<file path="src/rtl/fp_addsub_pipe.sv">
// 3-stage pipelined IEEE-style FP add/sub (align, add, normalise/round).
// Define FP_SPECIAL_EN to decode Inf/NaN inputs and add the invalid flag.
module fp_addsub_pipe #(
    parameter int EXP_W = 8,
    parameter int MAN_W = 23
) (
    input  logic                   clk,
    input  logic                   rst_n,
    input  logic                   in_valid,
    output logic                   in_ready,
    input  logic [EXP_W+MAN_W:0]   in_a,
    input  logic [EXP_W+MAN_W:0]   in_b,
    input  logic                   in_sub,
    output logic                   out_valid,
    input  logic                   out_ready,
    output logic [EXP_W+MAN_W:0]   out_result,
`ifdef FP_SPECIAL_EN
    output logic [3:0]             out_flags
`else
    output logic [2:0]             out_flags
`endif
);

`ifdef FP_SPECIAL_EN
    localparam int FW = 4;
`else
    localparam int FW = 3;
`endif
    localparam int W  = EXP_W + MAN_W + 1;
    localparam int XW = MAN_W + 4;
    localparam int EW = EXP_W + 2;
    localparam logic signed [EW-1:0] EMAX = EW'(2**EXP_W - 1);

    logic w_adv;
    assign w_adv    = !out_valid || out_ready;
    assign in_ready = w_adv;

    // ---------------- stage 1: decode and align ----------------
    logic               w_sa, w_sb, w_a_big, w_sl, w_ss;
    logic [EXP_W-1:0]   w_ea, w_eb, w_el, w_es, w_diff;
    logic [MAN_W:0]     w_ma, w_mb, w_ml, w_ms;
    logic [XW-1:0]      w_ms_al;
    logic [2*XW-1:0]    w_wide;

    always_comb begin
        w_sa    = in_a[W-1];
        w_sb    = in_b[W-1] ^ in_sub;
        w_ea    = in_a[W-2:MAN_W];
        w_eb    = in_b[W-2:MAN_W];
        w_ma    = (w_ea != '0) ? {1'b1, in_a[MAN_W-1:0]} : '0;
        w_mb    = (w_eb != '0) ? {1'b1, in_b[MAN_W-1:0]} : '0;
        w_a_big = in_a[W-2:0] >= in_b[W-2:0];
        w_sl    = w_a_big ? w_sa : w_sb;
        w_ss    = w_a_big ? w_sb : w_sa;
        w_el    = w_a_big ? w_ea : w_eb;
        w_es    = w_a_big ? w_eb : w_ea;
        w_ml    = w_a_big ? w_ma : w_mb;
        w_ms    = w_a_big ? w_mb : w_ma;
        w_diff  = w_el - w_es;
        w_wide  = {w_ms, 3'b000, {XW{1'b0}}} >> w_diff;
        // bits pushed past the round position collapse into sticky
        if (32'(w_diff) >= XW)
            w_ms_al = {{(XW-1){1'b0}}, |w_ms};
        else
            w_ms_al = w_wide[2*XW-1:XW]
                    | {{(XW-1){1'b0}}, |w_wide[XW-1:0]};
    end

`ifdef FP_SPECIAL_EN
    logic w_a_inf, w_b_inf, w_a_nan, w_b_nan;
    logic r_s1_spec, r_s1_nan, r_s1_isign;
    logic r_s2_spec, r_s2_nan, r_s2_isign;

    always_comb begin
        w_a_inf = (&w_ea) && (in_a[MAN_W-1:0] == '0);
        w_b_inf = (&w_eb) && (in_b[MAN_W-1:0] == '0);
        w_a_nan = (&w_ea) && (in_a[MAN_W-1:0] != '0);
        w_b_nan = (&w_eb) && (in_b[MAN_W-1:0] != '0);
    end
`endif

    logic               r_s1_valid, r_s1_sign, r_s1_sub;
    logic [EXP_W-1:0]   r_s1_exp;
    logic [XW-1:0]      r_s1_ml, r_s1_ms;

    always_ff @(posedge clk) begin
        if (!rst_n) begin
            r_s1_valid <= 1'b0;
        end else if (w_adv) begin
            r_s1_valid <= in_valid;
            r_s1_sign  <= w_sl;
            r_s1_sub   <= w_sl ^ w_ss;
            r_s1_exp   <= w_el;
            r_s1_ml    <= {w_ml, 3'b000};
            r_s1_ms    <= w_ms_al;
`ifdef FP_SPECIAL_EN
            r_s1_spec  <= w_a_inf | w_b_inf | w_a_nan | w_b_nan;
            r_s1_nan   <= w_a_nan | w_b_nan
                        | (w_a_inf & w_b_inf & (w_sa ^ w_sb));
            r_s1_isign <= w_a_inf ? w_sa : w_sb;
`endif
        end
    end

    // ---------------- stage 2: add / subtract ----------------
    logic [XW:0] w_sum;

    always_comb begin
        if (r_s1_sub)
            w_sum = {1'b0, r_s1_ml} - {1'b0, r_s1_ms};
        else
            w_sum = {1'b0, r_s1_ml} + {1'b0, r_s1_ms};
    end

    logic               r_s2_valid, r_s2_sign;
    logic [EXP_W-1:0]   r_s2_exp;
    logic [XW:0]        r_s2_sum;

    always_ff @(posedge clk) begin
        if (!rst_n) begin
            r_s2_valid <= 1'b0;
        end else if (w_adv) begin
            r_s2_valid <= r_s1_valid;
            r_s2_sign  <= (w_sum == '0) ? 1'b0 : r_s1_sign;
            r_s2_exp   <= r_s1_exp;
            r_s2_sum   <= w_sum;
`ifdef FP_SPECIAL_EN
            r_s2_spec  <= r_s1_spec;
            r_s2_nan   <= r_s1_nan;
            r_s2_isign <= r_s1_isign;
`endif
        end
    end

    // ---------------- stage 3: normalise and round ----------------
    logic                   w_found, w_rup;
    logic [EW-1:0]          w_lz;
    logic signed [EW-1:0]   w_e_base, w_e3, w_e4;
    logic [XW-1:0]          w_norm;
    logic [MAN_W+1:0]       w_mr;
    logic [MAN_W-1:0]       w_frac;
    logic [W-1:0]           w_res;
    logic [FW-1:0]          w_flags;

    always_comb begin
        w_found = 1'b0;
        w_lz    = '0;
        for (int i = XW - 1; i >= 0; i--) begin
            if (!w_found) begin
                if (r_s2_sum[i])
                    w_found = 1'b1;
                else
                    w_lz = w_lz + EW'(1);
            end
        end
        w_e_base = $signed({2'b00, r_s2_exp});
        if (r_s2_sum[XW]) begin
            w_norm = {r_s2_sum[XW:2], r_s2_sum[1] | r_s2_sum[0]};
            w_e3   = w_e_base + $signed(EW'(1));
        end else begin
            w_norm = r_s2_sum[XW-1:0] << w_lz;
            w_e3   = w_e_base - $signed(w_lz);
        end
        w_rup = w_norm[2] & (w_norm[1] | w_norm[0] | w_norm[3]);
        w_mr  = {1'b0, w_norm[XW-1:3]} + (MAN_W+2)'(w_rup);
        if (w_mr[MAN_W+1]) begin
            w_frac = w_mr[MAN_W:1];
            w_e4   = w_e3 + $signed(EW'(1));
        end else begin
            w_frac = w_mr[MAN_W-1:0];
            w_e4   = w_e3;
        end

        w_flags = '0;
        if (r_s2_sum == '0) begin
            w_res        = '0;
            w_flags[2:0] = 3'b001;
        end else if (w_e4 >= EMAX) begin
            w_res        = {r_s2_sign, {EXP_W{1'b1}}, {MAN_W{1'b0}}};
            w_flags[2:0] = 3'b100;
        end else if (w_e4[EW-1] || w_e4 == '0) begin
            w_res        = '0;
            w_flags[2:0] = 3'b011;
        end else begin
            w_res = {r_s2_sign, w_e4[EXP_W-1:0], w_frac};
        end
`ifdef FP_SPECIAL_EN
        if (r_s2_spec) begin
            w_flags = '0;
            if (r_s2_nan) begin
                w_res      = {1'b0, {EXP_W{1'b1}}, 1'b1, {(MAN_W-1){1'b0}}};
                w_flags[3] = 1'b1;
            end else begin
                w_res = {r_s2_isign, {EXP_W{1'b1}}, {MAN_W{1'b0}}};
            end
        end
`endif
    end

    logic               r_out_valid;
    logic [W-1:0]       r_out_result;
    logic [FW-1:0]      r_out_flags;

    always_ff @(posedge clk) begin
        if (!rst_n) begin
            r_out_valid  <= 1'b0;
            r_out_result <= '0;
            r_out_flags  <= '0;
        end else if (w_adv) begin
            r_out_valid <= r_s2_valid;
            if (r_s2_valid) begin
                r_out_result <= w_res;
                r_out_flags  <= w_flags;
            end
        end
    end

    assign out_valid  = r_out_valid;
    assign out_result = r_out_result;
    assign out_flags  = r_out_flags;

endmodule

</file>
<file path="config.mk">
export PLATFORM = sky130hd
export DESIGN_NAME = fp_addsub_pipe
export DESIGN_NICKNAME = d
export VERILOG_FILES = /design/src/rtl/fp_addsub_pipe.sv
export SDC_FILE = /design/constraint.sdc
export NUM_CORES = 1
export LEC_CHECK = 0
export CORE_UTILIZATION = 35
export DETAILED_ROUTE_END_ITERATION = 8
export GPL_ROUTABILITY_DRIVEN = 0
export PLACE_DENSITY_LB_ADDON = 0.2
export SLEW_MARGIN = 5
export SYNTH_ARGS = -nofsm -noshare
export SYNTH_HDL_FRONTEND = slang
export SYNTH_SLANG_ARGS = --single-unit
</file>
<file path="constraint.sdc">
create_clock -name clk -period 37.4 [get_ports clk]
set_clock_uncertainty 0.2 [all_clocks]
set_input_delay 11.22 -clock clk [delete_from_list [all_inputs] [get_ports clk]]
set_output_delay 11.22 -clock clk [all_outputs]
set_load 0.05 [all_outputs]
</file>
==> impl_summary.log <==
INFO  metric outcome = completed
INFO  metric cts_root_buffer = sky130_fd_sc_hd__clkbuf_16
INFO  metric cp_data_required_time = between 20 and 30 ns
INFO  metric synth.top_cell.area_share = 0.1799
INFO  metric placeableCoreArea = about 46000 µm²
INFO  metric post_layout_nonfiller_instances = around 2700
INFO  metric rr_startpoint = r_s2_sum[25]
INFO  metric synth.distinct_cells = slightly above 100
INFO  metric critical_path_class = input port to output pin
INFO  metric cts.repair.resized = 0
INFO  metric clkSinkCount = ~140
INFO  metric antennaDiodeCount = 0
INFO  metric vdd_ir_drop_max = around 30 µV
INFO  metric worst-slew-pin-transition = ~1.1 ns
INFO  metric number_of_h_tree_branching_levels = 4
INFO  metric cts-buffers-inserted = 17
INFO  metric initial_antenna_violation_count = 0
INFO  metric synth_top_cells_by_count = sky130_fd_sc_hd__nand2_1, sky130_fd_sc_hd__nor2_1, sky130_fd_sc_hd__a21oi_1
INFO  metric reg2reg_slack = approximately 14 ns
INFO  metric fin_crit = roughly 24 ns
INFO  metric die_height = 218.2 µm
INFO  metric synth_area = approximately 16000 µm²
INFO  metric synth_nets = about 2300
INFO  metric fmax = ~41 MHz
INFO  metric detailed_routing_iterations_pass_1 = 6
INFO  metric rr_worst_depth = 98
INFO  metric pwr_density_cell = ~41 nW/µm²
INFO  metric synthesis_stage_register_bit_count = between 100 and 150
INFO  metric routed_wirelength = 47640 µm
INFO  metric drt_drc_violations_left = 0
INFO  metric worst_r2r_end = out_result[22]
INFO  metric finish.utilization = 0.4047
INFO  metric route.vias.total = between 15000 and 20000
INFO  metric die_w = 218.2 µm
INFO  metric io_pins = approximately 110
INFO  metric rows = between 70 and 80
INFO  metric fillers = approximately 4600
INFO  metric post-synth-top-count-cell = sky130_fd_sc_hd__nand2_1
INFO  metric synth.yosys.seq_area_share = 0.2265
INFO  metric grt-ovfl-total = 0
INFO  metric grt_pass1_vias = around 15000
INFO  metric post_drt_wl_per_cell = approximately 18 µm
INFO  metric internal_power = 0.4241 mW
INFO  metric clkPwrFrac = 0.225
INFO  metric finalMaxSlewViolations = 0
INFO  metric worstSetupEndpointType = output pin
INFO  metric finalCritPeriodShare = 0.6469
INFO  metric p_sw = about 0.33 mW
INFO  metric hold_path_startpoint = r_s1_exp[0]
INFO  metric postCtsSetupBuffers = 0
INFO  metric syn-mean-instance-area = 7.901 µm²
INFO  metric grtUsageTotal = 0.2021
INFO  metric rsz0062_at_grt = no
INFO  metric drive_gt1_frac = 0.06271
INFO  metric port_buffers = between 100 and 150
INFO  metric synthCells = approximately 2100
INFO  metric startpoint_type = input port
INFO  metric finish.net_count = between 2000 and 2500
INFO  metric power.static_leakage = 7.372 nW
INFO  metric numPlacedInstances = around 2700
INFO  metric worst_hold_path.endpoint = r_s2_exp[0]
INFO  metric vias_per_cell = about 5.7
INFO  metric critPathArrivalTime = around 13 ns
INFO  metric power.switching_fraction = 0.4411
INFO  metric clock_tree_from_tritoncts = done
INFO  metric maxSlewHeadroom = 0.2356
INFO  metric clk_latency = ~0.45 ns
INFO  metric synth_area_leaders = sky130_fd_sc_hd__edfxtp_1, sky130_fd_sc_hd__ha_1, sky130_fd_sc_hd__nand2_1
INFO  metric post-dp-hpwl = ~38000 µm
INFO  metric comb_power_share = 0.503
INFO  metric route.antenna.remaining_nets = 0
INFO  metric power_frac_seq = 0.273
INFO  metric clkTransAtPathRegs = roughly 0.070 ns
INFO  metric clock_path_buffers = 2
INFO  metric postSynth.topFlopCell = sky130_fd_sc_hd__edfxtp_1
INFO  metric async_flop_share = 0
INFO  metric netlist.top_cell.by_area = sky130_fd_sc_hd__edfxtp_1
INFO  metric floorplan.initialDensity = 0.3573
INFO  metric flow.area_growth_from_synthesis = 13.27%
INFO  metric ctsHoldBuffers = 0
INFO  metric final-hold-violation-count = 0
INFO  metric synth-edff-count = just under 100
INFO  metric timing.max_cap.violations = 0
INFO  metric finalSetupTns = 0 ns
INFO  metric grt_first_pass_wirelength = just under 80000 µm
INFO  metric synth-warning-count = 0
INFO  metric critical_path.max_fanout = 7
INFO  metric drt_iter0_drc = between 1000 and 1500
INFO  metric hold_path_class = flip-flop to flip-flop
INFO  metric die_area = approximately 48000 µm²
INFO  metric maximum_number_of_pins_on_one_net_before_global_route_repair = between 70 and 80
INFO  metric min_path_cells = 0
INFO  metric final_setup_violations = 0
-- critical path, stage by stage --
cell,delay (ns)
sky130_fd_sc_hd__clkdlybuf4s50_1,0.45
sky130_fd_sc_hd__nand2b_1,0.24
sky130_fd_sc_hd__clkdlybuf4s50_1,0.85
-- layout make-up --
class                      count  area [µm²]  area share
inverter                     128       480.5     0.02594
multi-input combinational   1703       11810      0.6374
timing repair buffer         122        1179     0.06363
clock buffer                  17       425.4     0.02297
sequential                   136        3704      0.1999
tap                          600       750.7     0.04053
clock inverter                15       178.9    0.009659
-- kinds of logic after synthesis --
kind of cell | Yosys count | synth area share
AND/OR/NAND/NOR | 737 | 0.2226
AO/OA/AOI/OAI | 602 | 0.2483
buffers and inverters | 231 | 0.05409
XOR/XNOR | 139 | 0.08714
flip-flops | 136 | 0.2265
adder cells (fa/ha/maj) | 121 | 0.09318
multiplexers | 103 | 0.06794
other | 1 | 0.0002293
-- worst max-delay path by stage --
stage            startpoint              to  slack [ns]  cells after the start
2_1_floorplan     out_ready        in_ready       14.10                      2
3_3_place_gp      out_ready        in_ready       13.24                      3
3_5_place_dp      out_ready        in_ready       13.23                      3
4_1_cts           out_ready        in_ready       13.21                      3
5_1_grt        r_s2_sum[25]  out_result[22]       12.64                     98
6_report          out_ready        in_ready       13.21                      3
-- metal layers --
| layer | routed length [µm] | up-vias | GRT usage |
|---|---|---|---|
| met3 | 2332 | 92 | 0.02589 |
| met2 | 21810 | 497 | 0.3320 |
| met4 | 1675 | 0 | 0.08531 |
| met1 | 21820 | 7312 | 0.2655 |
| li1 | - | 7691 | - |
| met5 | 0 | - | 0 |
-- placed cells by master, fill, tap and decap left out, types with 17 or more instances in the layout --
master / instances
sky130_fd_sc_hd__xnor2_1: 80
sky130_fd_sc_hd__dfxtp_1: 38
sky130_fd_sc_hd__a21oi_1: 139
sky130_fd_sc_hd__a22oi_1: 19
sky130_fd_sc_hd__o21a_1: 20
sky130_fd_sc_hd__nand2_1: 218
sky130_fd_sc_hd__o22ai_1: 17
sky130_fd_sc_hd__edfxtp_1: 98
sky130_fd_sc_hd__clkbuf_16: 17
sky130_fd_sc_hd__a21o_1: 37
sky130_fd_sc_hd__clkdlybuf4s50_1: 105
sky130_fd_sc_hd__xor2_1: 42
sky130_fd_sc_hd__nor3_1: 58
sky130_fd_sc_hd__nand3_1: 54
sky130_fd_sc_hd__inv_1: 124
sky130_fd_sc_hd__mux2i_1: 78
sky130_fd_sc_hd__a31oi_1: 21
sky130_fd_sc_hd__o21ai_0: 106
sky130_fd_sc_hd__mux2_2: 20
sky130_fd_sc_hd__nor2_1: 185
sky130_fd_sc_hd__ha_1: 117
sky130_fd_sc_hd__nor4_1: 22
sky130_fd_sc_hd__nor2b_1: 29
sky130_fd_sc_hd__or3_1: 18
sky130_fd_sc_hd__a22o_1: 53
sky130_fd_sc_hd__and2_1: 22
sky130_fd_sc_hd__buf_4: 17
sky130_fd_sc_hd__and3_1: 23
sky130_fd_sc_hd__o21ai_1: 21
sky130_fd_sc_hd__nand4_1: 24
sky130_fd_sc_hd__o21bai_1: 34
-- power by group through the flow --
stage                     Sequential [mW]  Clock (mW)  Combinational, mW
final                               0.207       0.170              0.381
after global routing                0.209       0.180              0.420
after CTS                           0.206       0.175              0.377
after detailed placement            0.210           0              0.375
after global placement              0.209           0              0.370
after floorplan                     0.200           0              0.282
-- through the flow --
step	hold WS [ns]	power, mW	setup slack, ns	area [µm²]
after floorplan	0.2003	0.4815	14.10	16350
after global placement	0.2045	0.5789	13.24	17920
after detailed placement	0.2045	0.5841	13.23	17920
after CTS	0.2222	0.7580	13.21	18520
after global routing	0.2250	0.8099	12.64	18520
final	0.2213	0.7587	13.21	18520
-- registers in the layout, indices dropped and copies added (netlist names), 3 cells and up --
register and count:
r_s1_exp 8, r_s1_ms 27, out_flags 3, out_result 32
r_s1_ml 24, r_s2_sum 28, r_s2_exp 8
(Power assumes the default switching activity.)
